$ cat src/rtl/am2_error_compensator.sv
// ---------------------------------------------------------------------------
// am2_error_compensator
//
// Consumer end of the AM2 error-term path. It adds the aligned compensation
// term from the error-term generator to the truncated approximate product and
// saturates the sum to the product width. A two-stage valid/ready pipeline
// sits between the multiplier core and the result bus.
//
// Optional feature macro: AM2_ERR_STATS_EN
//   When defined, result/saturation statistics counters and the stat_* ports
//   are present. When undefined, they are absent; datapath and timing are
//   identical in both builds.
//
// Ports
//   clk         in   1      rising-edge clock
//   rst_n       in   1      asynchronous active-low reset
//   in_valid    in   1      approx product + error term valid
//   in_ready    out  1      block can accept this cycle
//   in_prod     in   PW     approximate product
//   in_err      in   EW     compensation term, unsigned
//   in_comp_en  in   1      1: apply term, 0: pass product through unchanged
//   out_valid   out  1      corrected result valid
//   out_ready   in   1      downstream accepts
//   out_prod    out  PW     corrected product
//   out_sat     out  1      saturation occurred on this result
//   stat_clr    in   1      [AM2_ERR_STATS_EN] synchronous clear of counters
//   stat_count  out  CNT_W  [AM2_ERR_STATS_EN] results delivered
//   stat_nsat   out  CNT_W  [AM2_ERR_STATS_EN] saturated results delivered
// ---------------------------------------------------------------------------
module am2_error_compensator #(
  parameter int PW        = 16,
  parameter int EW        = 13,
  parameter int ERR_SHIFT = 2
`ifdef AM2_ERR_STATS_EN
  , parameter int CNT_W   = 16
`endif
) (
  input  logic          clk,
  input  logic          rst_n,
  input  logic          in_valid,
  output logic          in_ready,
  input  logic [PW-1:0] in_prod,
  input  logic [EW-1:0] in_err,
  input  logic          in_comp_en,
  output logic          out_valid,
  input  logic          out_ready,
  output logic [PW-1:0] out_prod,
  output logic          out_sat
`ifdef AM2_ERR_STATS_EN
  ,
  input  logic             stat_clr,
  output logic [CNT_W-1:0] stat_count,
  output logic [CNT_W-1:0] stat_nsat
`endif
);

  // Internal sum width: wide enough for product plus the shifted term
  // without any possibility of overflow.
  localparam int SW = PW + EW + 1;

  // Add the aligned term and clamp to all-ones on overflow.
  // Returns {sat, product}.
  function automatic logic [PW:0] sat_add(input logic [PW-1:0] prod,
                                          input logic [SW-1:0] term);
    logic [SW-1:0] sum;
    sum = {{(SW-PW){1'b0}}, prod} + term;
    if (|sum[SW-1:PW]) sat_add = {1'b1, {PW{1'b1}}};
    else               sat_add = {1'b0, sum[PW-1:0]};
  endfunction

  logic          vld_p1;
  logic          vld_p2;
  logic [PW-1:0] prod_p1;
  logic [SW-1:0] term_p1;
  logic          s1_adv;
  logic          s2_adv;

  // Stall chain: a stage may load when it is empty or its successor moves.
  assign s2_adv    = ~vld_p2 | out_ready;
  assign s1_adv    = ~vld_p1 | s2_adv;
  assign in_ready  = s1_adv;
  assign out_valid = vld_p2;

  // ---- Stage 1: capture operands, align and gate the error term ----
  always_ff @(posedge clk or negedge rst_n) begin
    if (!rst_n) begin
      vld_p1 <= 1'b0;
    end else if (s1_adv) begin
      vld_p1 <= in_valid;
    end
  end

  always_ff @(posedge clk) begin
    if (in_valid && s1_adv) begin
      prod_p1 <= in_prod;
      term_p1 <= in_comp_en ? (SW'(in_err) << ERR_SHIFT) : '0;
    end
  end

  // ---- Stage 2: saturating add into the output register ----
  // The result register is cleared by reset so the bus idles at zero.
  always_ff @(posedge clk or negedge rst_n) begin
    if (!rst_n) begin
      vld_p2   <= 1'b0;
      out_prod <= '0;
      out_sat  <= 1'b0;
    end else if (s2_adv) begin
      vld_p2 <= vld_p1;
      if (vld_p1) begin
        {out_sat, out_prod} <= sat_add(prod_p1, term_p1);
      end
    end
  end

`ifdef AM2_ERR_STATS_EN
  // ---- Statistics on delivered results; clear wins over increment ----
  logic out_fire;
  assign out_fire = vld_p2 & out_ready;

  always_ff @(posedge clk or negedge rst_n) begin
    if (!rst_n) begin
      stat_count <= '0;
      stat_nsat  <= '0;
    end else if (stat_clr) begin
      stat_count <= '0;
      stat_nsat  <= '0;
    end else if (out_fire) begin
      stat_count <= stat_count + 1'b1;
      if (out_sat) stat_nsat <= stat_nsat + 1'b1;
    end
  end
`endif

endmodule

$ cat config.mk
export PLATFORM = sky130hd
export DESIGN_NAME = am2_error_compensator
export DESIGN_NICKNAME = d
export VERILOG_FILES = /design/src/rtl/am2_error_compensator.sv
export SDC_FILE = /design/constraint.sdc
export NUM_CORES = 1
export LEC_CHECK = 0
export ABC_AREA = 1
export BUFFER_PORTS_ARGS = -buffer_cell sky130_fd_sc_hd__buf_2
export CORE_MARGIN = 10
export CORE_UTILIZATION = 45
export DETAILED_ROUTE_END_ITERATION = 12
export PLACE_DENSITY_LB_ADDON = 0.1
export SYNTH_ARGS = -nofsm -noshare
export SYNTH_HDL_FRONTEND = slang
export SYNTH_SLANG_ARGS = --single-unit
$ cat constraint.sdc
create_clock -name clk -period 2.7 [get_ports clk]
set_clock_uncertainty 0.2 [all_clocks]
set_input_delay 0.27 -clock clk [delete_from_list [all_inputs] [get_ports clk]]
set_output_delay 0.27 -clock clk [all_outputs]
set_load 0.05 [all_outputs]
* Word level (Yosys, flattened, before mapping)
Index checks and enable logic that the tools add are counted.
W data, S select, Z words.
** Word-level totals
- Bits in registers :: 65
- Input port bits :: 34
- Memories kept :: 0
- Memory bits (writable) :: 0
- Output and inout bits :: 19
- Latch bits :: 0
- Memory bits (read-only) :: 0
** Operators by class
- Add/subtract/negate cells :: 1
- Bitwise gates (word level) :: 4
- Order comparisons :: 0
- Reduce and logical (&&, ||, !) cells :: 3
- Multiply operators :: 0
- Mux-type cells :: 1
- Equal/unequal tests :: 0
- Shift-type cells :: 0
- Divide/modulo/power cells :: 0
** Operators by type and width (count)
- $add A16 B30 Y30 :: 1
- $mux W17 :: 1
- $reduce_or A14 Y1 :: 1
- $not A1 Y1 :: 2
- $or A1 B1 Y1 :: 2
- $reduce_and A2 Y1 :: 1
- $logic_and A1 B1 Y1 :: 1

* Logic depth before layout (Yosys ltp)
Gate-level depths: netlist (run 1).
- Depth in word-level cells :: 4
- Gate-level depth with buffers :: 11

* Worst setup path after synthesis (run 1)
No wires, ideal clock.
- Path type :: register to register
- From :: register vld_p2 (netlist: out_valid)
- To :: register prod_p1[0], enable pin
- Clock period less this slack :: 2.414 ns
- Data arrival time :: 1.830 ns
- Stages on the path, launching flop included :: 4
- Buffers on the path :: 0
- Setup slack :: 0.286 ns
- Cell sequence :: dfrtp_1 -> nand3_1 -> nand2_1 -> inv_1
** Between the ends
- Longest elaborated chain between the ends :: 4
** Ends and longest elaborated chain
- start: declaration :: line 72 : logic vld_p2;
- start signal: assignment :: line 108 : vld_p2 <= vld_p1;
- $not A1 Y1 :: line 79 : assign s2_adv = ~vld_p2 | out_ready;
- $or A1 B1 Y1 :: line 79
- $or A1 B1 Y1 :: line 80 : assign s1_adv = ~vld_p1 | s2_adv;
- via in_ready :: line 41 : output logic in_ready,
- $logic_and A1 B1 Y1 :: line 94 : if (in_valid && s1_adv) begin
- end signal: assignment :: line 95 : prod_p1 <= in_prod;
- end: declaration :: line 73 : logic [PW-1:0] prod_p1;
The timed path passes the listed nets, and every way through them passes these cells.
A chain may end at the register's enable or synchronous reset.

* Worst setup path after layout (run 1)
- From :: register prod_p1[2]
- To :: register out_prod[9]
** Between the ends
- Longest elaborated chain between the ends :: 3
** Ends and longest elaborated chain
- $add A16 B30 Y30 * :: line 66 : sum = {{(SW-PW){1'b0}}, prod} + term;
- $reduce_or A14 Y1 :: line 67 : if (|sum[SW-1:PW]) sat_add = {1'b1, {PW{1'b1}}};
- $mux W17 * :: line 67
- end signal: assignment :: line 110 : {out_sat, out_prod} <= sat_add(prod_p1, term_p1);
- end: declaration :: line 47 : output logic [PW-1:0] out_prod,
Every way passes the cells marked *; elsewhere a longest branch is shown, timed or not.

==> impl_metrics.toml, run 1 <==
[route]
antenna_left = 0
drt_iter0_drc = 86
drc = 0
routed_wl_um = 4803
wl_per_cell_um = 11.12
vias_per_cell = 4.366
dr.pass1.iters = 4
vias = 1886

[cts]
cts_made_buffers = 5
post_cts_buffers = 0
clock_path_buffers = 2
path_clk_slew_ns = 0.08
clkLatencyLatePin_ns = 0.29
cts_max_level = 2
cts-root-buf = "clkbuf_8"
cts_tree = "yes"
post_cts_resized = 0
cts_sinks = 48

[synthesis]
yosysWarnings = 0
synth_cell_types = 25
synth_common_cells = "75 x nand2_1, 42 x nor2_1, 40 x inv_1"
async_reset_ff_frac = 0.3958
synth_nets = 333
ys_ff_latch = 48
synthCells = 285
synth_top_area_frac = 0.3402
syn_area_sq_mm = 0.002560
syn_avg_cell_area_sq_um = 8.982
synth_edf_count = 29
ys.flop_type = "edfxtp_1"
synth_area_leaders = "edfxtp_1 34%, dfrtp_1 19%, nand2_1 11%"
synth_top_cell_by_area = "edfxtp_1"
ys_seq_area_frac = 0.5259
yosysMostFrequentCell = "nand2_1"

[die]
io_pins = 53
start_util = 0.4649
die_h_um = 95.43
die_width_um = 95.43
dieArea_sq_mm = 0.009106
core_sq_mm = 0.005507
row_count = 27

[cells_and_area]
stdcell_count = 432
multiInputGateArea_sq_mm = 0.001025
regArea_sq_mm = 0.001346
antenna_cells = 0
area_growth_syn_to_layout_pct = 22.92
layout-drive-gt1-share = 0.2472
nets = 408
fill_cells = 521

[placement]
port_buffers = 52
dp_cells = 407
dp_slack_ns = 0.4389
dp_hpwl_um = 3681
place.gp.congestion = 0.7630

[worst_setup_path]
start_kind = "register"
critical_path_class = "register to register"
critical_path_arrival_ns = 2.23
reg2regPathDepth = 10
cp_max_fo = 17
end_kind = "register"
cp.required_ns = 2.69

[run]
max-cap-violations = 0

[sta]
max_freq_mhz = 446.7
worst_pin_slew_ns = 0.4181
slew_violations = 0
finalWorstSetupSlack_ns = 0.4612
fin_setup_tns_ns = 0
layout_min_cycle_time_ns = 2.239
fin_crit_sh = 0.8292
hold_viol = 0
setup_viol_count_final = 0
rsz0062_at_grt = "no"
slew_headroom = 0.7213

[global_routing]
grt_usage = 0.1159
grt_pass1_wl_um = 8611
overflow = 0
grt_pass1_vias = 1962
grt_max_degree = 30
antenna_found_initial = 0

[pwr]
powerDensity_mw_per_mm2 = 730.2
vdd_drop_max_mv = 0.3757
power_mw = 2.298
power.leakage_nw = 1.580

[hold_path]
hp-class = "primary input to register"
holdPathStages = 3

[run_status]
status = "finished, final reports clean"
==> report_power, final <==
part / switching [mW] / leakage, nW / internal [mW]
Clock: 0.217 / 0.0391 / 0.171
Sequential: 0.0580 / 0.492 / 0.919
Combinational: 0.669 / 1.05 / 0.265
==> registers in the layout, summed over array words and instances (netlist names) <==
register / cells
prod_p1: 16
out_prod: 16
out_sat: 1
out_valid: 1
term_p1: 13
vld_p1: 1
==> cells by family after synthesis <==
logic type | count (synthesis) | synth area share
simple gates | 159 | 0.2771
flops | 48 | 0.5259
buf+inv | 46 | 0.07380
fa+ha+maj | 14 | 0.07136
compound gates | 11 | 0.02786
xor+xnor | 7 | 0.02395
==> cell type report <==
type,instances,area share
clock inverters,2,0.002386
inverters,43,0.05129
flip-flops and latches,48,0.4278
multi-input cells,191,0.3256
repair buffers,71,0.1423
clock buffers,5,0.02187
well taps,72,0.02863
==> stage by stage <==
| step | utilization | hold WS (ns) | instance area (sq um) |
|---|---|---|---|
| floorplan | - | -0.2256 | 2560 |
| CTS | 0.5715 | 0.01883 | 3147 |
| detailed placement | 0.5249 | 0.03153 | 2890 |
| global route | 0.5715 | 0.02637 | 3147 |
| finish | 0.5715 | 0.02771 | 3147 |
| global placement | 0.5249 | 0.03132 | 2890 |
==> layer usage <==
metal  GRT usage  wire length, um
met1      0.1461             2290
met2      0.1875             2147
met3     0.03849              320
met4     0.02948               45
met5           0                0
==> worst max-delay path, cell delays in order, from the launching register on <==
cell and delay, ns:
edfxtp_1 0.37, ha_1 0.23, fa_1 0.42, nand3_1 0.12
nand3_2 0.11, nand2_2 0.08, nand2_2 0.06, nand3_2 0.07
nand3_4 0.22, nor2_1 0.19, nor2_1 0.05
==> placed cells by master, fill, tap and decap left out <==
| cell type | instances |
|---|---|
| a21oi_1 | 7 |
| a21oi_2 | 1 |
| and2_1 | 2 |
| buf_2 | 52 |
| buf_4 | 1 |
| clkbuf_8 | 5 |
| clkinv_1 | 2 |
| dfrtp_1 | 19 |
| dlygate4sd3_1 | 18 |
| edfxtp_1 | 29 |
| fa_1 | 1 |
| ha_1 | 13 |
| inv_1 | 40 |
| inv_2 | 3 |
| nand2_1 | 75 |
| nand2_2 | 4 |
| nand3_1 | 10 |
| nand3_2 | 2 |
| nand3_4 | 1 |
| nand3b_1 | 1 |
| nand4_1 | 3 |
| nor2_1 | 42 |
| nor2_2 | 19 |
| o21a_4 | 1 |
| o21ai_0 | 1 |
| o21bai_1 | 1 |
| xnor2_1 | 2 |
| xor2_1 | 5 |
==> path summary, 6_finish.rpt <==
kind	endpoint	startpoint	slack [ns]
setup / recovery	out_prod[9]	prod_p1[2]	0.46
hold / removal	term_p1[13]	in_err[11]	0.03
setup reg to reg	out_prod[9]	prod_p1[2]	0.46
hold reg to reg	out_prod[0]	prod_p1[0]	0.28
max in group asynchronous	out_prod[11]	rst_n	1.77
min in group asynchronous	out_valid	rst_n	0.24
==> timing repair <==
item,CTS,global route
endpoints found under the setup margin,0,0
hold endpoints to repair,36,0
hold buffers,18,0
(Power assumes the default switching activity.)
==> inputs of run 2 (changes only) <==
--- a/config.mk
+++ b/config.mk
@@ -5,7 +5,7 @@
 export SDC_FILE = /design/constraint.sdc
 export NUM_CORES = 1
 export LEC_CHECK = 0
-export ABC_AREA = 1
+export ABC_AREA = 0
 export BUFFER_PORTS_ARGS = -buffer_cell sky130_fd_sc_hd__buf_2
 export CORE_MARGIN = 10
 export CORE_UTILIZATION = 45
==> constraint.sdc (replaced) <==
create_clock -name clk -period 2 [get_ports clk]
set_clock_uncertainty 0.2 [all_clocks]
set_input_delay 0.2 -clock clk [delete_from_list [all_inputs] [get_ports clk]]
set_output_delay 0.2 -clock clk [all_outputs]
set_load 0.05 [all_outputs]
==> run 2 against run 1 <==
The run now ends with setup timing left. Synthesized area decreased by 11%. Fmax decreased by 3.5%. Wire length increased by 7.6%. Sequential cell count unchanged. Critical path type unchanged. Largest cell class unchanged. Largest power group unchanged. Highest routed layer unchanged.
==> impl_metrics.toml, run 2 <==
[run_status]
status = "finished, violations left"
failed_checks = "setup timing"

[route]
drt_iter0_drc = 49
vias_per_cell = 4.858
routed_wl_um = 5167
vias = 1744
wl_per_cell_um = 14.39
dr.pass1.iters = 4
antenna_left = 0
drc = 0

[synthesis]
synth_area_leaders = "edfxtp_1 38%, dfrtp_1 21%, ha_1 7.1%"
ys_seq_area_frac = 0.5915
synth_common_cells = "29 x edfxtp_1, 19 x dfrtp_1, 16 x and2_1"
async_reset_ff_frac = 0.3958
yosysWarnings = 0
synth_nets = 223
ys.flop_type = "edfxtp_1"
yosysMostFrequentCell = "edfxtp_1"
synth_top_area_frac = 0.3826
syn_area_sq_mm = 0.002276
synth_top_cell_by_area = "edfxtp_1"
ys_ff_latch = 48
synth_cell_types = 38
syn_avg_cell_area_sq_um = 13.01
synth_edf_count = 29
synthCells = 175

[die]
die_h_um = 91.12
core_sq_mm = 0.004817
io_pins = 53
die_width_um = 91.12
row_count = 25
start_util = 0.4725
dieArea_sq_mm = 0.008302

[placement]
port_buffers = 52
dp_hpwl_um = 3704
placed_area_sq_mm = 0.002840
place.gp.congestion = 0.7848
dp_cells = 318

[worst_setup_path]
critical_path_class = "register to register"
path_buf_inv = 0
start_kind = "register"
cpMaxStageDelayCell = "edfxtp_1"
cp_max_fo = 8
path_delay_family = "compound AO/OA/AOI/OAI gates"
cp.required_ns = 1.98
cp_cell_sequence = "ha_2, fa_2, a21o_1, a22oi_2, a211oi_2, o31ai_4, nand2_4, o22a_1"
max_stage_delay_ns = 0.38
critical_path_arrival_ns = 2.30
end_kind = "register"

[pwr]
power_mw = 2.871
power.share.sequential = 0.436
vdd_drop_max_mv = 0.3841
powerDensity_mw_per_mm2 = 874.2
swShare = 0.3451
power.leakage_nw = 1.410
p_switching_mw = 0.9908
intPower_mw = 1.880
p_clk_frac = 0.219
combPwrFrac = 0.345

[cts]
path_clk_slew_ns = 0.09
cts_tree = "yes"
cts_max_level = 2
cts_made_buffers = 5
cts_sinks = 48
cts-root-buf = "clkbuf_8"
clock_path_buffers = 2
clkLatencyLatePin_ns = 0.30

[sta]
setup_viol_count_final = 17
rsz0062_at_grt = "yes"
hold_viol = 0
finalWorstSetupSlack_ns = -0.3200
fin_setup_tns_ns = -5.050
hold_ws_ns = 0.009575
fin_crit_sh = 1.160
slew_headroom = 0.6444
worst_pin_slew_ns = 0.5334
slew_violations = 0
layout_min_cycle_time_ns = 2.320
max_freq_mhz = 431.0

[cells_and_area]
stdcell_count = 359
final_common_cell = "buf_2"
fill_cells = 398
post-route-cell-area_sq_mm = 0.003284
nets = 339
area_growth_syn_to_layout_pct = 44.31
antenna_cells = 0
reg_top3 = "out_prod (16), prod_p1 (16), term_p1 (13)"
layout_common_cells = "52 x buf_2, 31 x buf_4, 30 x dlygate4sd3_1"
layout-drive-gt1-share = 0.3767

[hold_path]
hp-class = "primary input to register"

[global_routing]
grt_pass1_wl_um = 9128
overflow = 0
grt_usage = 0.1304
grt_max_degree = 30
grt_pass1_vias = 1926
antenna_found_initial = 0

[run]
max-cap-violations = 0
[run 2: cell count changes after synthesis, sizes merged, moves of 8 or more]
cell	change
nand3	-11
and2	+14
nand2	-72
nor2	-49
o22a	+8
inv	-42
[run 2: worst paths after layout]
path	startpoint	to	slack (ns)	cells after the start
min in group asynchronous	rst_n	out_prod[10]	0.18	2
max	term_p1[2]	out_prod[1]	-0.32	8
min	out_ready	out_valid	0.01	3
max reg2reg	term_p1[2]	out_prod[1]	-0.32	8
min reg2reg	out_sat	out_sat	0.28	2
max in group asynchronous	rst_n	out_valid	1.10	2
[run 2: cell type report]
class | instances | area (sq um) | area share
sequential | 48 | 1348 | 0.4103
clock buffer | 7 | 97.59 | 0.02971
tap | 67 | 83.83 | 0.02552
multi-input combinational | 122 | 953.4 | 0.2903
timing repair buffer | 113 | 793.3 | 0.2415
clock inverter | 1 | 5.005 | 0.001524
inverter | 1 | 3.754 | 0.001143
[run 2: repair_timing]
item | 4_1_cts | 5_1_grt
pin swaps | 3 | 9
buffers inserted | 1 | 2
setup endpoints to repair | 17 | 17
hold buffers | 30 | 0
gates resized for setup | 2 | 3
endpoints found under the hold margin | 48 | 0
[run 2: metrics by stage]
step	utilization	setup WS, ns
global placement	0.5896	-0.3396
CTS	0.6769	-0.3479
floorplan	-	-0.2875
detailed placement	0.5896	-0.3865
global route	0.6818	-0.4259
finish	0.6818	-0.3200
[run 2: cells by family (layout without fill, tap and decap cells)]
logic type      Yosys count  after routing  synth area share
flops                    48             48            0.5915
buf+inv                   5            122           0.01209
compound gates           45             45            0.1501
xor+xnor                 11             11           0.04233
simple gates             52             52            0.1237
fa+ha+maj                14             14           0.08027
[run 2: power by group through the flow]
stage                     combinational [mW]  clock (mW)  sequential (mW)
after floorplan                        0.335           0             1.58
after global placement                 0.919           0             1.27
after detailed placement               0.934           0             1.28
after CTS                              0.988       0.644             1.25
after global routing                    1.07       0.694             1.27
final                                  0.989       0.630             1.25
[run 2: worst min-delay path: stages]
cell and delay (ns):
buf_2 0.08, nand2b_1 0.13, nand2b_1 0.06
[run 2: routing by layer]
layer  part of all wire  track usage  vias up
met5                  0            0        -
met2               0.48       0.2106       46
met1               0.46       0.1650      810
li1                   -            -      883
met4              0.011      0.04308        0
met3              0.050      0.03539        5
==> inputs of run 3 (changes only) <==
--- a/config.mk
+++ b/config.mk
@@ -7,8 +7,10 @@
 export LEC_CHECK = 0
 export ABC_AREA = 0
 export BUFFER_PORTS_ARGS = -buffer_cell sky130_fd_sc_hd__buf_2
+export CELL_PAD_IN_SITES_DETAIL_PLACEMENT = 0
+export CELL_PAD_IN_SITES_GLOBAL_PLACEMENT = 2
 export CORE_MARGIN = 10
-export CORE_UTILIZATION = 45
+export CORE_UTILIZATION = 32
 export DETAILED_ROUTE_END_ITERATION = 12
 export PLACE_DENSITY_LB_ADDON = 0.1
 export SYNTH_ARGS = -nofsm -noshare
==> run 3 against run 2 <==
The flow still finishes with violations (setup timing). Core utilization shrank 20 points. Die area grew 31%. Sequential power is essentially flat. Critical path depth is the same. First-iteration DRC count shrank 6.1%. Wire length grew 2.9%. Sequential share of layout area shrank 0.28 points. Clock power grew 0.8%. Final cell count grew 7.5%. Total power grew 0.29%. Sequential cell count is the same. Critical endpoint is now out_prod[14]. Largest power group unchanged. Highest routed layer unchanged.
==> impl_metrics.toml, run 3 (synthesized netlist as in run 2, its figures left out) <==
[die]
dieArea_sq_mm = 0.01089
start_util = 0.3313
die_width_um = 104.3
core_sq_mm = 0.006869
die_h_um = 104.3
io_pins = 53
row_count = 30

[global_routing]
grt_usage = 0.09780
antenna_found_initial = 0
grt_pass1_wl_um = 8804
grt_max_degree = 30
overflow = 0
grt_pass1_vias = 1794

[route]
vias_per_cell = 4.409
dr.pass1.iters = 4
wl_per_cell_um = 13.77
drc = 0
drt_iter0_drc = 46
routed_wl_um = 5317
vias = 1702
antenna_left = 0

[worst_setup_path]
reg2reg_slack_ns = -0.37
start_kind = "register"
critical_path_class = "register to register"
cp.required_ns = 1.96
reg2regPathDepth = 8
r2r-start = "term_p1[2]"
end_kind = "register"
worstReg2RegEnd = "out_prod[14]"
critical_path_arrival_ns = 2.33
cp_max_fo = 8

[sta]
rsz0062_at_grt = "yes"
worst_pin_slew_ns = 0.4340
hold_ws_ns = 0.007602
finalWorstSetupSlack_ns = -0.3668
fin_crit_sh = 1.183
slew_violations = 0
hold_viol = 0
setup_viol_count_final = 17
slew_headroom = 0.7107
layout_min_cycle_time_ns = 2.367
max_freq_mhz = 422.5

[cells_and_area]
layout_common_cells = "52 x buf_2, 29 x dlygate4sd3_1, 29 x buf_4, 29 x edfxtp_1, 18 x dfrtp_1"
stdcell_count = 386
final_common_cell = "buf_2"
layout-drive-gt1-share = 0.3690
final_core_util = 0.4814
reg_top3 = "out_prod (16), prod_p1 (16), term_p1 (13)"
nets = 337
antenna_cells = 0
area_growth_syn_to_layout_pct = 45.30

[cts]
cts_made_buffers = 5
cts_sinks = 48
clock_path_buffers = 2
cts_tree = "yes"
cts-root-buf = "clkbuf_8"
clkLatencyLatePin_ns = 0.29
path_clk_slew_ns = 0.09
cts_max_level = 2

[placement]
place.gp.congestion = 0.7598
port_buffers = 52
dp_hpwl_um = 4003
dp_cells = 349

[hold_path]
hold-path-endpoint = "term_p1[5]"
holdPathStages = 2
holdCritStartpoint = "in_err[3]"
hp-class = "primary input to register"

[run]
max-cap-violations = 0

[pwr]
powerDensity_mw_per_mm2 = 870.8
power.leakage_nw = 1.403
power_mw = 2.880
vdd_drop_max_mv = 0.3243

[run_status]
status = "finished, violations left"
failed_checks = "setup timing"
[run 3: repair_timing]
action / 4_1_cts / 5_1_grt
cloned: 0 / 0
endpoints found under the setup margin: 17 / 17
gates resized for setup: 3 / 0
buffers inserted: 0 / 0
hold buffers: 29 / 0
pin swaps: 1 / 1
hold endpoints to repair: 47 / 0
[run 3: per-stage QoR]
step	cell area, sq um	setup TNS, ns	worst slack, ns
floorplan	2310	-3.332	-0.2875
global placement	2904	-4.709	-0.3452
detailed placement	2904	-5.561	-0.4448
CTS	3307	-5.799	-0.3838
global route	3307	-7.714	-0.4806
finish	3307	-5.620	-0.3668
[run 3: metal layers]
| metal | up-vias | GRT usage | wire [um] |
|---|---|---|---|
| met3 | 4 | 0.03408 | 282 |
| li1 | 876 | - | - |
| met5 | - | 0 | 0 |
| met2 | 41 | 0.1549 | 2436 |
| met4 | 0 | 0.02982 | 56 |
| met1 | 781 | 0.1215 | 2542 |
[run 3: worst max-delay path by stage]
stage                           from            to  slack, ns  depth (start not counted)
after global routing      term_p1[2]  out_prod[14]      -0.48                          8
after detailed placement  term_p1[2]  out_prod[12]      -0.44                          8
final                     term_p1[2]  out_prod[14]      -0.37                          8
after CTS                 term_p1[2]  out_prod[14]      -0.38                          8
after global placement    term_p1[2]  out_prod[12]      -0.35                          8
after floorplan           term_p1[2]  out_prod[12]      -0.29                          8
[run 3: worst max-delay path, cell delays in order (launching register included)]
cell and delay, ns:
edfxtp_1 0.38, ha_2 0.21, fa_2 0.35, a21o_1 0.21
a22oi_2 0.20, a211oi_2 0.13, o31ai_4 0.24, buf_4 0.21
a31oi_1 0.09
[run 3: cell type report]
| cell class | instances | area, sq um |
|---|---|---|
| Fill cell | 633 | 3562 |
| Sequential cell | 48 | 1348 |
| Multi-Input combinational cell | 122 | 944.7 |
| Timing Repair Buffer | 111 | 788.3 |
| Tap cell | 96 | 120.1 |
| Clock buffer | 7 | 97.59 |
| Clock inverter | 1 | 5.005 |
| Inverter | 1 | 3.754 |
[run 3: power by group]
group          switching (mW)  internal, mW
clock network           0.314         0.321
registers              0.0669          1.19
logic                   0.617         0.371
total                   0.999          1.88
